$ cat config.mk
export PLATFORM = sky130hd
export DESIGN_NAME = ram_1port_arbiter
export DESIGN_NICKNAME = d
export VERILOG_FILES = /design/src/rtl/ram_1port_arbiter.sv
export SDC_FILE = /design/constraint.sdc
export NUM_CORES = 1
export LEC_CHECK = 0
export BUFFER_PORTS_ARGS = -buffer_cell sky130_fd_sc_hd__buf_4
export CAP_MARGIN = 10
export CORE_MARGIN = 2
export CORE_UTILIZATION = 41
export DETAILED_ROUTE_END_ITERATION = 7
export GPL_TIMING_DRIVEN = 1
export PLACE_DENSITY = 0.84
export SLEW_MARGIN = 25
export SYNTH_ARGS = -nofsm -noshare
export SYNTH_HDL_FRONTEND = slang
export SYNTH_SLANG_ARGS = --single-unit
export TNS_END_PERCENT = 10
$ cat constraint.sdc
create_clock -name i_Clk -period 1.55 [get_ports i_Clk]
set_clock_uncertainty 0.1 [all_clocks]
set_input_delay 0.2325 -clock i_Clk [delete_from_list [all_inputs] [get_ports i_Clk]]
set_output_delay 0.2325 -clock i_Clk [all_outputs]
set_load 0.02 [all_outputs]
$ cat src/rtl/ram_1port_arbiter.sv
// Two-requester arbiter in front of one single-port RAM with a 1-cycle registered read.
// Registers the winning command onto the RAM port and routes read data back to the requester that issued the read.
module ram_1port_arbiter #(
  parameter  int WIDTH      = 16,
  parameter  int DEPTH      = 256,
  parameter  int PRIO_MODE  = 0,
  parameter  int STARVE_MAX = 4,
  localparam int ADDR_W     = $clog2(DEPTH)
) (
  input  logic              i_Clk,
  input  logic              i_Rst_L,

  input  logic              i_A_Req,
  input  logic              i_A_Wr,
  input  logic [ADDR_W-1:0] i_A_Addr,
  input  logic [WIDTH-1:0]  i_A_Wr_Data,
  output logic              o_A_Gnt,
  output logic              o_A_Rd_DV,
  output logic [WIDTH-1:0]  o_A_Rd_Data,

  input  logic              i_B_Req,
  input  logic              i_B_Wr,
  input  logic [ADDR_W-1:0] i_B_Addr,
  input  logic [WIDTH-1:0]  i_B_Wr_Data,
  output logic              o_B_Gnt,
  output logic              o_B_Rd_DV,
  output logic [WIDTH-1:0]  o_B_Rd_Data,

  output logic [ADDR_W-1:0] o_Ram_Addr,
  output logic              o_Ram_Wr_DV,
  output logic [WIDTH-1:0]  o_Ram_Wr_Data,
  output logic              o_Ram_Rd_En,
  input  logic              i_Ram_Rd_DV,
  input  logic [WIDTH-1:0]  i_Ram_Rd_Data
);

  localparam int STARVE_W = $clog2(STARVE_MAX + 1);
  localparam logic [STARVE_W-1:0] STARVE_LIM = STARVE_W'(STARVE_MAX);

  typedef enum logic {
    OWNER_A = 1'b0,
    OWNER_B = 1'b1
  } owner_e;

  // One tag per RAM slot in flight: was it a read, and who asked for it.
  typedef struct packed {
    logic   rd_valid;
    owner_e owner;
  } tag_t;

  owner_e              last_owner;
  logic [STARVE_W-1:0] starve_cnt;
  tag_t                stage1;
  tag_t                stage2;

  logic                req_a;
  logic                req_b;
  logic                gnt_a;
  logic                gnt_b;
  logic                any_gnt;
  owner_e              win_owner;
  logic                win_wr;
  logic [ADDR_W-1:0]   win_addr;
  logic [WIDTH-1:0]    win_wr_data;

  // Grants are forced low while reset is asserted.
  assign req_a = i_A_Req & i_Rst_L;
  assign req_b = i_B_Req & i_Rst_L;

  // NOTE: every signal assigned in always_comb gets a default first, so no path
  // leaves it unassigned and no latch is inferred.
  always_comb begin
    gnt_a = 1'b0;
    gnt_b = 1'b0;
    if (req_a && req_b) begin
      if (PRIO_MODE == 0) begin
        if (last_owner == OWNER_A) gnt_b = 1'b1;
        else                       gnt_a = 1'b1;
      end else begin
        if (starve_cnt == STARVE_LIM) gnt_b = 1'b1;
        else                          gnt_a = 1'b1;
      end
    end else begin
      gnt_a = req_a;
      gnt_b = req_b;
    end
  end

  always_comb begin
    any_gnt     = gnt_a | gnt_b;
    win_owner   = gnt_b ? OWNER_B : OWNER_A;
    win_wr      = gnt_b ? i_B_Wr      : i_A_Wr;
    win_addr    = gnt_b ? i_B_Addr    : i_A_Addr;
    win_wr_data = gnt_b ? i_B_Wr_Data : i_A_Wr_Data;
  end

  // NOTE: sequential state uses non-blocking assignments so every register
  // samples pre-edge values regardless of statement order.
  always_ff @(posedge i_Clk or negedge i_Rst_L) begin
    if (!i_Rst_L) begin
      o_Ram_Addr    <= '0;
      o_Ram_Wr_DV   <= 1'b0;
      o_Ram_Wr_Data <= '0;
      o_Ram_Rd_En   <= 1'b0;
      last_owner    <= OWNER_B;
      stage1        <= '0;
      stage2        <= '0;
    end else begin
      o_Ram_Wr_DV <= any_gnt & win_wr;
      o_Ram_Rd_En <= any_gnt & ~win_wr;
      // Address and data hold through idle cycles.
      if (any_gnt) begin
        o_Ram_Addr    <= win_addr;
        o_Ram_Wr_Data <= win_wr_data;
        last_owner    <= win_owner;
      end
      stage1 <= '{rd_valid: any_gnt & ~win_wr, owner: win_owner};
      stage2 <= stage1;
    end
  end

  // B starvation guard; only meaningful in fixed-priority mode.
  always_ff @(posedge i_Clk or negedge i_Rst_L) begin
    if (!i_Rst_L) begin
      starve_cnt <= '0;
    end else if (PRIO_MODE != 0) begin
      if (gnt_b) begin
        starve_cnt <= '0;
      end else if (req_b && (starve_cnt != STARVE_LIM)) begin
        starve_cnt <= starve_cnt + 1'b1;
      end
    end
  end

  assign o_A_Gnt     = gnt_a;
  assign o_B_Gnt     = gnt_b;
  assign o_A_Rd_DV   = i_Ram_Rd_DV & stage2.rd_valid & (stage2.owner == OWNER_A);
  assign o_B_Rd_DV   = i_Ram_Rd_DV & stage2.rd_valid & (stage2.owner == OWNER_B);
  assign o_A_Rd_Data = i_Ram_Rd_Data;
  assign o_B_Rd_Data = i_Ram_Rd_Data;

endmodule

==> results of run 1 <==
cell usage in the layout (no fill, tap or decap):
master                           n
sky130_fd_sc_hd__a21boi_0        1
sky130_fd_sc_hd__a21oi_2         1
sky130_fd_sc_hd__a31oi_1        24
sky130_fd_sc_hd__and2_4          1
sky130_fd_sc_hd__and3_1          2
sky130_fd_sc_hd__buf_12          2
sky130_fd_sc_hd__buf_4          93
sky130_fd_sc_hd__buf_6           2
sky130_fd_sc_hd__clkbuf_1        1
sky130_fd_sc_hd__clkbuf_8        6
sky130_fd_sc_hd__clkinv_2        1
sky130_fd_sc_hd__dfrtp_1        29
sky130_fd_sc_hd__dfstp_2         1
sky130_fd_sc_hd__dlygate4sd3_1   4
sky130_fd_sc_hd__inv_2           1
sky130_fd_sc_hd__inv_4           1
sky130_fd_sc_hd__nand2_1         2
sky130_fd_sc_hd__nand2_2         1
sky130_fd_sc_hd__nor2_1         25
sky130_fd_sc_hd__nor2_2          1
sky130_fd_sc_hd__o2111ai_1      25
sky130_fd_sc_hd__o21a_1          1
sky130_fd_sc_hd__o21ai_0        20
sky130_fd_sc_hd__o21ai_1         5
sky130_fd_sc_hd__o22ai_1         1
through the flow:
stage / hold slack, ns / worst slack, ns
after floorplan: -0.163 / 0.0987
after global placement: -0.0250 / 0.202
after detailed placement: -0.0217 / 0.150
after CTS: 0.0147 / -0.0252
after global routing: 0.0198 / -0.0310
final: 0.0256 / -0.000880
cell usage after synthesis:
library cell,count
sky130_fd_sc_hd__buf_2,9
sky130_fd_sc_hd__a21boi_0,1
sky130_fd_sc_hd__a21oi_1,1
sky130_fd_sc_hd__nand2_1,2
sky130_fd_sc_hd__buf_4,35
sky130_fd_sc_hd__clkinv_1,1
sky130_fd_sc_hd__o2111ai_1,25
sky130_fd_sc_hd__inv_2,1
sky130_fd_sc_hd__o22ai_1,1
sky130_fd_sc_hd__o21ai_1,5
sky130_fd_sc_hd__dfstp_2,1
sky130_fd_sc_hd__a31oi_1,24
sky130_fd_sc_hd__o21a_1,1
sky130_fd_sc_hd__nor2_1,26
sky130_fd_sc_hd__dfrtp_1,29
sky130_fd_sc_hd__o21ai_0,20
sky130_fd_sc_hd__buf_6,8
sky130_fd_sc_hd__clkbuf_2,1
sky130_fd_sc_hd__and2_1,1
sky130_fd_sc_hd__nand2_2,1
sky130_fd_sc_hd__and3_1,2
cell families (layout without fill, tap and decap cells):
logic type      Yosys count  count (layout)  synth area share [%]
compound gates           78              78                  28.7
buf+inv                  55             111                  22.6
flops                    30              30                  41.5
simple gates             32              32                  7.18
metal layers:
metal,track usage (%),up-vias
met5,0,-
met4,6.84,0
met3,4.18,8
met2,32.8,81
met1,24.0,752
li1,-,803
critical path, delay by kind of cell, from the launching register on:
family,cells,cell delay (ns)
compound gates,1,0.10
buf+inv,3,0.30
flops,1,0.55
power breakdown:
part / total [W] / internal, W / switching (W)
clock: 0.000647 / 0.000358 / 0.000289
sequential: 0.000944 / 0.000886 / 0.0000584
combinational: 0.000713 / 0.000336 / 0.000377
total: 0.00230 / 0.00158 / 0.000725
timing repair:
action                                  4_1_cts  5_1_grt
hold buffers                                  4        0
buffers inserted                              2        0
endpoints found under the hold margin        29        0
gates resized for setup                       6        1
endpoints found under the setup margin        2        2
pin swaps                                     1        1
layout make-up:
class / count / area, sq um
clock buffers: 7 / 86.3
clock inverters: 1 / 5.00
flip-flops and latches: 30 / 752
well taps: 52 / 65.1
fillers: 405 / 1920
multi-input cells: 110 / 659
inverters: 2 / 10.0
repair buffers: 101 / 801
worst paths after layout:
check,startpoint,end,cells after the start
max,last_owner,o_A_Gnt,4
min,i_Rst_L,last_owner,2
max reg2reg,last_owner,o_Ram_Wr_DV,4
min reg2reg,stage1[1],stage2[1],0
max in group asynchronous,i_Rst_L,o_Ram_Addr[2],3
min in group i_Clk,i_A_Addr[5],o_Ram_Addr[5],3
flip-flops by register name (all words and copies together) (netlist names):
name / cells
o_Ram_Wr_Data: 16
stage1: 2
o_Ram_Addr: 8
last_owner: 1
o_Ram_Wr_DV: 1
stage2: 2
==> parameters.txt, run 1 <==
Parameter                              Value

Place
  Post-detailed-placement cell area    2220 sq um
  Port buffer count    84
  DP Wirelength    3320 microns
  Placed Cells incl. Taps    290
  Final weighted congestion in routability-driven placement    0.738

Clocking
  Clock tree from TritonCTS    built
  Total clock buffers created by CTS    5
  Total number of H-tree levels    2
  Clock latency at the later pin of the worst-skew pair    0.28 ns
  Buffer cell driving the clock tree root    sky130_fd_sc_hd__clkbuf_8
  CTS max path bufs    2
  Number of sinks driven by the clock tree    30
  Clock-pin slew on the worst setup and hold paths    0.06 ns

Timing
  Slew Limit Fails    0
  Slew margin rel.    63.3%
  Final total negative setup slack    -0.000880 ns
  Tightest Pin Transition    0.549 ns
  Number of hold violations in the final report    0
  Fin crit period    1.55 ns
  Tcrit/Tclk final    100%
  Number of setup violations in the final report    1
  Unrepaired setup endpoints after global routing    yes
  F_max    645 MHz
  Final Worst Setup Slack    -0.000880 ns

Final layout
  Final core utilization    55.4%
  Final non-filler cell total    303
  Number of nets at the end of the flow    321
  Fraction of layout instances using a drive strength above 1    44.2%
  Area added between synthesis and finish    31.2%
  Post-route cell area    2380 sq um
  # diodes    0

Synth
  Sequential share of the synthesized area    41.5%
  Syn nets    266
  Mapped Area    1810 sq um
  Fraction of synthesized cell area taken by the top area cell type    40.0%
  Number of warnings issued by yosys    0
  Biggest area consumer among synthesized cells    sky130_fd_sc_hd__dfrtp_1
  Number of instances in the synthesized netlist    195
  Library cells used by synthesis    21
  Post-synthesis register bit count    30
  Synth area leaders    sky130_fd_sc_hd__dfrtp_1, sky130_fd_sc_hd__buf_4, sky130_fd_sc_hd__o2111ai_1
  Syn Area/Cell    9.30 sq um

GRT
  Wire length of the first global-routing pass    7660 microns
  Sum of overflow across all layers after global routing    0
  Maximum number of pins on one net before global-route repair    34
  Initial antenna violation count    0
  Vias in the first global route    1623
  All-Layer GR Usage    19.3%

Worst setup path
  Kind of launch point of the worst setup path    flop
  Biggest cell delay along the critical path    0.55 ns
  Slowest stage cell on the critical path    sky130_fd_sc_hd__dfstp_2
  Worst endpoint required time    1.22 ns
  Worst Path Arrival    1.22 ns
  Largest driver fanout on the critical path    2
  Critical Setup Path Class    reg2out
  R2r setup slk    0.13 ns
  Element type at the critical path end    primary output
  Worst path cell trace    inv_4 -> buf_6 -> a21oi_2 -> buf_4

Die
  Width of the die    70.5 microns
  Die area    4970 sq um
  I/O Pins    133
  Cell row count    24
  Chip height    70.5 microns
  Initial standard-cell utilization of the core    42.2%
  Standard cell core area    4290 sq um

Run status
  Violations in the final reports    negative setup slack
  Status    finished with violations

Job
  Count of maximum capacitance violations    0

Routing
  Detail Route met3 WL    356 microns
  Aggregate routed wire length    4700 microns
  WL met1    1980 microns
  Pre-antenna DRT Iters    4
  Met2 routed WL    2300 microns
  Avg WL per Cell    15.5 microns
  Antenna Nets Post-Route    0
  DRC violation total after the first TritonRoute iteration    145
  Via total after detailed routing    1644
  Highest metal used    met4
  Vias per Instance    5.43
  Total DRC errors in the routed layout    0

Worst hold path
  Class of the most critical hold timing path    in2async

Power
  Power density over the cells    969 nW/um^2
  Total Power    0.00230 W
  Static leakage    1.05 nW
  Maximum resistive drop on vdd    0.434 mV
Note: power is estimated with default switching activity, not from simulation.
==> run 2: changes to the inputs <==
--- a/config.mk
+++ b/config.mk
@@ -7,11 +7,10 @@
 export LEC_CHECK = 0
 export BUFFER_PORTS_ARGS = -buffer_cell sky130_fd_sc_hd__buf_4
 export CAP_MARGIN = 10
-export CORE_MARGIN = 2
 export CORE_UTILIZATION = 41
 export DETAILED_ROUTE_END_ITERATION = 7
 export GPL_TIMING_DRIVEN = 1
-export PLACE_DENSITY = 0.84
+export PLACE_DENSITY = 0.82
 export SLEW_MARGIN = 25
 export SYNTH_ARGS = -nofsm -noshare
 export SYNTH_HDL_FRONTEND = slang
==> run 2 against run 1 <==
Compared with the run above: the flow now finishes without violations; power up 4.7%; first-iteration DRC count down 37%; cell count down 1.7%; cell area down 0.84%; combinational power down 2%; fmax up 3.1%; global-route usage up 0.90 points; die area down 5.6%; critical endpoint is now o_B_Gnt; highest routed layer unchanged.
==> parameters.txt, run 2 (synthesis results as in run 1) <==
Parameter                              Value

Die
  Width of the die    68.5 microns
  Die area    4690 sq um
  Standard cell core area    4120 sq um
  Cell row count    23
  I/O Pins    133
  Initial standard-cell utilization of the core    44.1%
  Chip height    68.5 microns

Worst setup path
  R2r setup slk    0.20 ns
  Kind of launch point of the worst setup path    flop
  R2r endpoint    o_Ram_Wr_Data[14]
  Worst-case reg-to-reg path depth    4
  Launching instance or port of the critical path    last_owner
  Critical Setup Path Class    reg2out
  Worst endpoint required time    1.22 ns
  Reg2reg start    last_owner
  Largest driver fanout on the critical path    5
  Element type at the critical path end    primary output
  Worst Path Arrival    1.17 ns

Place
  Port buffer count    84
  Post-detailed-placement cell area    2210 sq um
  Dpl ws    0.00366 ns
  DP Wirelength    3180 microns
  Placed Cells incl. Taps    288
  Final weighted congestion in routability-driven placement    0.731

Routing
  Vias per Instance    5.58
  Pre-antenna DRT Iters    4
  Via total after detailed routing    1663
  Avg WL per Cell    15.5 microns
  Total DRC errors in the routed layout    0
  Antenna Nets Post-Route    0
  DRC violation total after the first TritonRoute iteration    92
  Aggregate routed wire length    4610 microns

Final layout
  Register with the highest flop count    o_Ram_Wr_Data
  Fraction of layout instances using a drive strength above 1    45.6%
  Final core utilization    57.3%
  Area added between synthesis and finish    30.1%
  Largest registers ranked by flip-flop count    o_Ram_Wr_Data x16, o_Ram_Addr x8
  Number of flip-flops under the largest register name    16
  # diodes    0
  Final non-filler cell total    298
  Number of nets at the end of the flow    318
  Post-route cell area    2360 sq um
  Commonest cells after routing, fill and taps aside    sky130_fd_sc_hd__buf_4, sky130_fd_sc_hd__dfrtp_1, sky130_fd_sc_hd__o2111ai_1, sky130_fd_sc_hd__nor2_1, sky130_fd_sc_hd__a31oi_1
  Commonest non-fill, non-tap cell in the layout    sky130_fd_sc_hd__buf_4

Timing
  Final Worst Setup Slack    0.0457 ns
  Fin crit period    1.50 ns
  Slew margin rel.    40.8%
  Tcrit/Tclk final    97.0%
  Number of hold violations in the final report    0
  F_max    665 MHz
  Unrepaired setup endpoints after global routing    no
  Number of setup violations in the final report    0
  Tightest Pin Transition    0.888 ns
  Slew Limit Fails    0

Job
  Count of maximum capacitance violations    0

GRT
  Initial antenna violation count    0
  Vias in the first global route    1574
  All-Layer GR Usage    20.2%
  Sum of overflow across all layers after global routing    0
  Maximum number of pins on one net before global-route repair    52
  Wire length of the first global-routing pass    6940 microns

Clocking
  Number of sinks driven by the clock tree    30
  Buffer cell driving the clock tree root    sky130_fd_sc_hd__clkbuf_8
  Clock tree from TritonCTS    built
  Clock-pin slew on the worst setup and hold paths    0.06 ns
  Total clock buffers created by CTS    5
  Clock latency at the later pin of the worst-skew pair    0.27 ns
  Total number of H-tree levels    2
  CTS max path bufs    2

Power
  Total Power    0.00241 W
  Power density over the cells    1020 nW/um^2
  Maximum resistive drop on vdd    0.464 mV
  Static leakage    1.05 nW

Worst hold path
  Start point of the worst hold path    i_A_Wr_Data[11]
  Worst Hold Depth    3
  Class of the most critical hold timing path    in2reg
  End point of the worst hold path    o_Ram_Wr_Data[11]

Run status
  Status    finished clean
==> run 2: changes by cell type in the layout (fill, tap and decap cells not counted), sizes merged <==
| cell | change |
|---|---|
| bufinv | +1 |
| clkbuf | -2 |
| clkinv | +1 |
| dlygate4sd3 | -3 |
==> run 2: through the flow <==
step | TNS (ns) | hold WS [ns]
4_1_cts | -0.0439 | 0.126
3_5_place_dp | 0 | 0.145
3_3_place_gp | 0 | 0.140
6_report | 0 | 0.133
5_1_grt | 0 | 0.130
2_1_floorplan | 0 | -0.163
==> run 2: report_power, final <==
part | internal (W) | switching, W
sequential | 0.000886 | 0.0000537
clock | 0.000472 | 0.000298
combinational | 0.000328 | 0.000375
==> run 2: final cells by class <==
type	count	area [sq um]
fillers	376	1760
flip-flops and latches	30	752
clock buffers	5	68.8
repair buffers	98	767
clock inverters	3	40.0
multi-input cells	110	661
well taps	50	62.6
inverters	2	7.51
==> run 2: how the worst max path moves through the flow <==
stage,end,slack (ns),depth (start not counted)
final,o_B_Gnt,0.05,3
after global routing,o_B_Gnt,0.003,3
after CTS,o_B_Gnt,-0.02,3
after detailed placement,o_Ram_Addr[6],0.004,3
after global placement,stage1[1],0.09,3
after floorplan,o_A_Gnt,0.1,3
==> run 2: per-layer routing <==
metal | share of wire, % | track usage [%]
met5 | 0 | 0
met4 | 0.87 | 7.55
met3 | 8.8 | 5.92
met2 | 48 | 35.0
met1 | 42 | 23.3
==> run 2: worst max-delay path, cell delays in order, from the launching register on <==
cell and delay (ns):
sky130_fd_sc_hd__dfstp_2 0.54, sky130_fd_sc_hd__and2_4 0.17, sky130_fd_sc_hd__nor2_2 0.05, sky130_fd_sc_hd__buf_6 0.14
==> run 2: timing repair <==
| item | CTS | global route |
|---|---|---|
| setup endpoints to repair | 2 | 3 |
| setup buffers | 0 | 0 |
| hold buffers | 2 | 0 |
| resized for setup | 1 | 4 |
| hold endpoints to repair | 29 | 0 |
